**config.mk**
```make
export PLATFORM = sky130hd
export DESIGN_NAME = xdelay_bank
export DESIGN_NICKNAME = d
export VERILOG_FILES = /design/src/rtl/xdelay_bank.sv
export SDC_FILE = /design/constraint.sdc
export NUM_CORES = 1
export LEC_CHECK = 0
export BUFFER_PORTS_ARGS = -buffer_cell sky130_fd_sc_hd__buf_2
export CORE_UTILIZATION = 60
export CTS_CLUSTER_SIZE = 14
export DETAILED_ROUTE_END_ITERATION = 6
export HOLD_SLACK_MARGIN = 0.08
export PLACE_DENSITY_LB_ADDON = 0.05
export SLEW_MARGIN = 10
export SYNTH_ARGS = -nofsm -noshare
export SYNTH_HDL_FRONTEND = slang
export SYNTH_SLANG_ARGS = --single-unit
```
**constraint.sdc**
```tcl
create_clock -name clk -period 12 [get_ports clk]
set_input_delay 1.2 -clock clk [delete_from_list [all_inputs] [get_ports clk]]
set_output_delay 1.2 -clock clk [all_outputs]
set_load 0.005 [all_outputs]
```
**src/rtl/xdelay_bank.sv**
```systemverilog
// xdelay_bank: multi-channel run-time-configurable delay line.
// Each of N_CH channels delays its DATA_W word by 0..MAX_DELAY extra en-cycles
// using a circular buffer per channel and one shared write pointer.
// Delays are latched on a `run` pulse; `done` reports when every channel has
// been primed since the last run.
// Optional build macro: XDELAY_BANK_MASK_EN forces each channel's output to
// zero until that channel is primed, hiding stale buffer contents.
module xdelay_bank #(
    parameter int MAX_DELAY = 8,
    parameter int DATA_W    = 32,
    parameter int N_CH      = 4,
    parameter int DLY_W     = $clog2(MAX_DELAY) + 1
) (
    input  logic                    clk,
    input  logic                    rst,
    input  logic                    run,
    input  logic                    en,
    output logic                    done,
    input  logic [N_CH*DATA_W-1:0]  in_data,
    output logic [N_CH*DATA_W-1:0]  out_data,
    input  logic [N_CH*DLY_W-1:0]   delay
);

    // Pointer needs at least one bit even for a single-entry buffer.
    localparam int PTR_W = (MAX_DELAY > 1) ? $clog2(MAX_DELAY) : 1;
    localparam int CNT_W = $clog2(MAX_DELAY + 2);
    // Read index is formed as wptr + MAX_DELAY - d, which can reach
    // 2*MAX_DELAY-1 before the modulo fold.
    localparam int IDX_W = DLY_W + 2;
    // Common width for comparing the fill counter against delay values.
    localparam int CMP_W = CNT_W + DLY_W;

    localparam logic [DLY_W-1:0] DLY_MAX  = DLY_W'(MAX_DELAY);
    localparam logic [CNT_W-1:0] CNT_TOP  = CNT_W'(MAX_DELAY + 1);
    localparam logic [IDX_W-1:0] IDX_MAX  = IDX_W'(MAX_DELAY);
    localparam logic [PTR_W-1:0] PTR_LAST = PTR_W'(MAX_DELAY - 1);

    // Architectural state
    logic [PTR_W-1:0]        wptr;
    logic [DLY_W-1:0]        d_reg [N_CH];
    logic [DLY_W-1:0]        dmax;
    logic [CNT_W-1:0]        cnt;
    logic [N_CH*DATA_W-1:0]  out_raw;
    logic [DATA_W-1:0]       mem [N_CH][MAX_DELAY];

    // Next-state helpers
    logic [DLY_W-1:0]        d_next [N_CH];
    logic [DLY_W-1:0]        dmax_new;
    logic [DLY_W-1:0]        dmax_next;
    logic [CNT_W-1:0]        cnt_next;
    logic [IDX_W-1:0]        rd_sum [N_CH];
    logic [PTR_W-1:0]        rd_idx [N_CH];
    logic [DATA_W-1:0]       rd_word [N_CH];
    logic                    done_next;

    // Effective per-channel delay for this cycle: a run pulse takes effect
    // immediately (saturated to MAX_DELAY), otherwise the latched value.
    always_comb begin
        dmax_new = '0;
        for (int c = 0; c < N_CH; c++) begin
            d_next[c] = d_reg[c];
            if (run) begin
                if (delay[c*DLY_W +: DLY_W] > DLY_MAX) begin
                    d_next[c] = DLY_MAX;
                end else begin
                    d_next[c] = delay[c*DLY_W +: DLY_W];
                end
            end
            if (d_next[c] > dmax_new) begin
                dmax_new = d_next[c];
            end
        end
        dmax_next = run ? dmax_new : dmax;
    end

    // Read side: index (wptr - d) mod MAX_DELAY, read before this cycle's
    // write; a zero delay bypasses the buffer entirely.
    always_comb begin
        for (int c = 0; c < N_CH; c++) begin
            rd_sum[c] = IDX_W'(wptr) + IDX_MAX - IDX_W'(d_next[c]);
            if (rd_sum[c] >= IDX_MAX) begin
                rd_sum[c] = rd_sum[c] - IDX_MAX;
            end
            rd_idx[c] = rd_sum[c][PTR_W-1:0];
            if (d_next[c] == '0) begin
                rd_word[c] = in_data[c*DATA_W +: DATA_W];
            end else begin
                rd_word[c] = mem[c][rd_idx[c]];
            end
        end
    end

    // Fill counter: restarts on run (counting the run cycle itself if en),
    // otherwise advances on en and saturates at MAX_DELAY+1.
    always_comb begin
        cnt_next = cnt;
        if (run) begin
            cnt_next = en ? CNT_W'(1) : '0;
        end else if (en && (cnt != CNT_TOP)) begin
            cnt_next = cnt + CNT_W'(1);
        end
        done_next = (CMP_W'(cnt_next) > CMP_W'(dmax_next));
    end

    // Control and output registers with synchronous reset.
    always_ff @(posedge clk) begin
        if (rst) begin
            wptr    <= '0;
            cnt     <= CNT_TOP;
            dmax    <= '0;
            done    <= 1'b1;
            out_raw <= '0;
            for (int c = 0; c < N_CH; c++) begin
                d_reg[c] <= '0;
            end
        end else begin
            if (run) begin
                dmax <= dmax_next;
                for (int c = 0; c < N_CH; c++) begin
                    d_reg[c] <= d_next[c];
                end
            end
            cnt  <= cnt_next;
            done <= done_next;
            if (en) begin
                wptr <= (wptr == PTR_LAST) ? '0 : (wptr + PTR_W'(1));
                for (int c = 0; c < N_CH; c++) begin
                    out_raw[c*DATA_W +: DATA_W] <= rd_word[c];
                end
            end
        end
    end

    // Buffer storage: written at the shared pointer on every en cycle, never reset.
    always_ff @(posedge clk) begin
        if (en) begin
            for (int c = 0; c < N_CH; c++) begin
                mem[c][wptr] <= in_data[c*DATA_W +: DATA_W];
            end
        end
    end

`ifdef XDELAY_BANK_MASK_EN
    // Hide each channel's output until it is primed (cnt > d_c); driven only
    // from registers so the output stays glitch-free and input-independent.
    always_comb begin
        out_data = '0;
        for (int c = 0; c < N_CH; c++) begin
            if (CMP_W'(cnt) > CMP_W'(d_reg[c])) begin
                out_data[c*DATA_W +: DATA_W] = out_raw[c*DATA_W +: DATA_W];
            end
        end
    end
`else
    assign out_data = out_raw;
`endif

endmodule

```
After elaboration in Yosys (flattened, before gate mapping)
Memory sizes are Yosys's and may differ from the RTL's. Index checks and enable logic that the tools add are counted.

Bits in writable memories: 1040. Output and inout bits: 129. Register bits after elaboration: 140. Memories kept: 2. Input bits: 148. Logic and storage cells: 104.

Add/subtract/negate cells: 11. Magnitude comparators: 19. Mux-type cells: 50. Equal/unequal tests: 2. Reduce and logical (&&, ||, !) cells: 6. Bitwise gates (word level): 9.

Memory list: mem (depth 4, bits a word 256, rd ports 4, clocked after Yosys merged registers in 0, write ports 4, RTL line 44) `logic [DATA_W-1:0] mem [N_CH][MAX_DELAY];`; d_reg (depth 4, bits a word 4, rd ports 4, clocked after Yosys merged registers in 0, write ports 4, RTL line 40) `logic [DLY_W-1:0] d_reg [N_CH];`.

Operator list (number): two-way mux 32 bit (13); binary-select mux 32 bit (select 3 bit) (4); two-way mux 256 bit (1); demux 32 bit (select 3 bit) (1); two-way mux 4 bit (19); >= comparator 6 x 4 -> 1 bit (second input constant) (4); subtractor 5 x 4 -> 6 bit (4); >= comparator 4 bit (second input constant) (5); NOT 3 -> 4 bit (5); greater-than comparator 4 bit (4); greater-than comparator 4 bit (second input constant) (4); zero test 4 bit (4); two-way mux 3 bit (5); subtractor 3 x 1 -> 3 bit (second input constant) (4); two-way mux 1 bit (7); adder 3 x 4 -> 5 bit (second input constant) (1); adder 4 x 1 -> 4 bit (second input constant) (1); greater-than comparator 4 x 1 -> 1 bit (second input constant) (1); less-than comparator 4 x 1 -> 1 bit (second input constant) (1); != test 4 bit (second input constant) (1); bitwise OR 1 bit (4); adder 3 x 1 -> 3 bit (second input constant) (1); equality test 3 bit (second input constant) (1); logical AND 1 bit (2).

Longest topological paths before layout
Word-level depth: 13. Depth in mapped cells: 28. Gate-level depth less buffers: 27.

Worst setup path after synthesis
Ideal clock, no wire load.

Path kind: input -> register. From: in en. To: mem mem[0][100] in the netlist's numbering, enable pin. Setup time: 0.772 ns. Data required time: 11.228 ns. Arrival: 10.298 ns. Path slack: 0.931 ns. Cell stages on the path: 3. Buffers on the path: 1. Cells stage by stage: clkbuf_1 > nand2_1 > nor3_1.

RTL lines: start: declaration (RTL line 17) `input logic en,`; end: declaration (RTL line 44).

==> results.txt <==
CTS clock-pin slew for the worst setup and hold paths: 0.06 ns
Vias/cell: 6.087
#FFs+latches synth: 1180
Seq/Total Area, Yosys: 74.84%
Syn_nets: 3413
Worst R2R Path Depth: 26
GPL Wtd Cong: 0.8393
CTS tree: yes
Total GRT Usage: 28.42%
Routed Antenna Nets: 0
Fin nets: 3668
Switching share of power: 25.77%
Hold depth: 2
Largest net degree at the start of global routing: 117
Synth Instances: 3238
Post-CTS Resized: 0
CP endpoint kind: flip-flop
Via count: 27840
Hpwl dp: 56030 um
Main synth FF type: edfxtp_1
Post-CTS Setup Bufs: 0
Top post-synthesis cells by count: edfxtp_1, nand2_1, nand3_1
Initial core utilization: 60.88%
Worst ir drop on vdd: 132.2 uV
Layout Area Growth over Synthesis: 13.51%
Drt wl/cell: 23.81 um
Min-delay src: out_data[116]$_SDFFE_PP0P_
Max Fclk: 142.5 MHz
P per Cell Area: 187.5 nW/um2
CTS Sinks: 1180
Pins over their slew limit: 0
Crit path kind: input port to flip-flop
Hold Slack: 0.4476 ns
Die width: 277.3 um
Clock Power Share: 37.1%
Drt initial violations: 3015
H-tree levels: 3
Share of total power in sequential cells: 48.5%
Clk root buf: clkbuf_16
R2R setup slack: 5.89 ns
Worst Path Arrival: 7.56 ns
Post-route setup TNS: 0 ns
Die footprint: 76900 um2
Post-synthesis cell type count: 65
Remaining DRCs: 0
Max_cap viols: 0
Port buffer count: 276
Final worst-path cycle share: 58.49%
Die Y: 277.3 um
Place WS: 4.477 ns
Post-Place Cells: 4344
Vias in the first global route: 27660
Critical Path Source Type: input port
Number of synthesized flops with an enable pin: 1040
Reg2reg start: d_reg[0][2]$_SDFFCE_PN0P_
Leak: 0.01811 uW
Fraction of post-synthesis cell area in the top cell type by area: 68.67%
Count leader, synth: edfxtp_1
RSZ-0062 raised after global routing: false
FFs w/ async S/R, synth: 0%
YS warnings: 0
Synthesized area: 45480 um2
DR pass1 iterations: 6
I/O pin cnt: 277
Max FFs per register: 1024
Setup Skew: 0.02377 ns
Max Fanout on Critical Path: 39
Post-synth top area cell: edfxtp_1
Share of cells above drive strength 1: 17.63%
Status: completed
Clk Latency, worst-skew pair: 0.68 ns
Worst setup margin: 4.981 ns
Core Area: 74700 um2
Tmin final: 7.019 ns
Hold Vio Cnt, Final: 0
Final setup violating endpoints: 0
Max-slew headroom: 23.82%
Hold Buf Count CTS: 0
Wire length of the first global-routing pass: 165500 um
WL final: 108900 um
R2r endpoint: done$_SDFF_PP1_
Cell Rows: 100
HP Class: flip-flop to flip-flop
Slew at the pin with the worst max-slew slack: 1.140 ns
Overflow after GRT: 0
Longest Clk Path Bufs: 3
Synthesized area per cell: 14.04 um2
Worst EP required: 12.54 ns
Ranking of synthesized cells by area: edfxtp_1, nand2_1, dfxtp_1, nand3_1, mux4_2
Switching power: 2494 uW
Total CTS buffers: 116
Combinational share of power: 14.4%
Initial antenna violation count: 18
Non-filler cells, final: 4573
Hold endpoint: out_data[116]$_SDFFE_PP0P_
P_int: 7184 uW
routing by layer:
layer  vias up  track usage (%)  share of wire, %
li1      12570                -                 -
met1     13990            39.09                41
met2      1057            46.64                49
met3       198            5.163               7.6
met4        20            8.632               2.1
met5         -                0              0.12
through the flow:
stage,total power (uW),area (um2),util [%]
after detailed placement,6167,47760,63.94
after global placement,6125,47760,63.94
after global routing,10030,51620,69.11
final,9677,51620,69.11
after floorplan,5700,45480,-
after CTS,9725,51600,69.08
worst max-delay path, stage by stage:
cell and delay, ns:
buf_2 0.69, mux2i_4 0.53, inv_1 0.11, ha_1 0.39
and3b_4 0.23, a2111oi_4 0.39, nor2_2 0.14, mux2_4 0.34
ha_1 0.31, nand4_1 0.10, o41ai_1 0.10, nor2_1 0.38
inv_1 0.16, mux2_4 0.36, ha_1 0.32, nand2_1 0.09
o21ai_0 0.15, nand2_1 0.11, a31oi_1 0.36, o21ai_0 0.18
a31oi_1 0.23, ha_1 0.18, nor2b_1 0.05, o21ai_0 0.14
nand2b_1 0.07, a21oi_1 0.16, o21ai_0 0.10
how the worst max path moves through the flow:
stage	startpoint	end	slack, ns	cells after the start
2_1_floorplan	en	mem[0][100]$_DFFE_PP_	0.93	3
3_3_place_gp	run	done$_SDFF_PP1_	4.81	26
3_5_place_dp	run	done$_SDFF_PP1_	4.48	27
4_1_cts	run	done$_SDFF_PP1_	5.17	27
5_1_grt	run	done$_SDFF_PP1_	4.62	27
6_report	run	done$_SDFF_PP1_	4.98	27
cell usage in the layout (no fill, tap or decap), types with 4 or more instances in the layout:
master	instances
inv_1	25
mux2i_1	15
ha_1	23
clkinv_1	12
nor2b_2	7
nand3_1	379
o21ai_0	62
edfxtp_1	1040
dfxtp_1	140
clkinvlp_4	5
o21ai_1	107
nand2_2	6
o22ai_1	33
xnor2_1	4
nor2b_1	11
nand2_1	799
mux4_2	65
bufinv_16	8
a31oi_1	4
clkbuf_8	17
buf_4	49
mux2_2	5
buf_2	276
clkbuf_1	31
nor2_1	25
and2_1	17
nor2_4	7
diode_2	7
nand4_1	99
a22oi_1	94
nand2b_1	4
clkbuf_16	117
mux2_4	4
clkinv_2	25
a21oi_1	6
nor2_2	7
cell type report:
class / count / area, um2
repair buffers: 326 / 1760
diodes: 7 / 17.52
inverters: 26 / 97.59
multi-input cells: 1843 / 10660
well taps: 969 / 1212
clock buffers: 165 / 3278
flip-flops and latches: 1180 / 34030
clock inverters: 57 / 560.5
fillers: 5119 / 23070
power groups by stage:
stage,logic [uW],clock network [uW],registers (uW)
after floorplan,910,0,4790
after global placement,1350,0,4770
after detailed placement,1390,0,4780
after CTS,1390,3640,4690
after global routing,1520,3800,4710
final,1390,3590,4690
cells by family after synthesis:
kind of cell	Yosys count	share of synthesized area, %
adder cells (fa/ha/maj)	27	0.8089
AO/OA/AOI/OAI	331	4.559
XOR/XNOR	14	0.3192
multiplexers	92	3.929
buffers and inverters	215	2.174
AND/OR/NAND/NOR	1379	13.37
flip-flops	1180	74.84
Power figures use the tool's default switching activity.
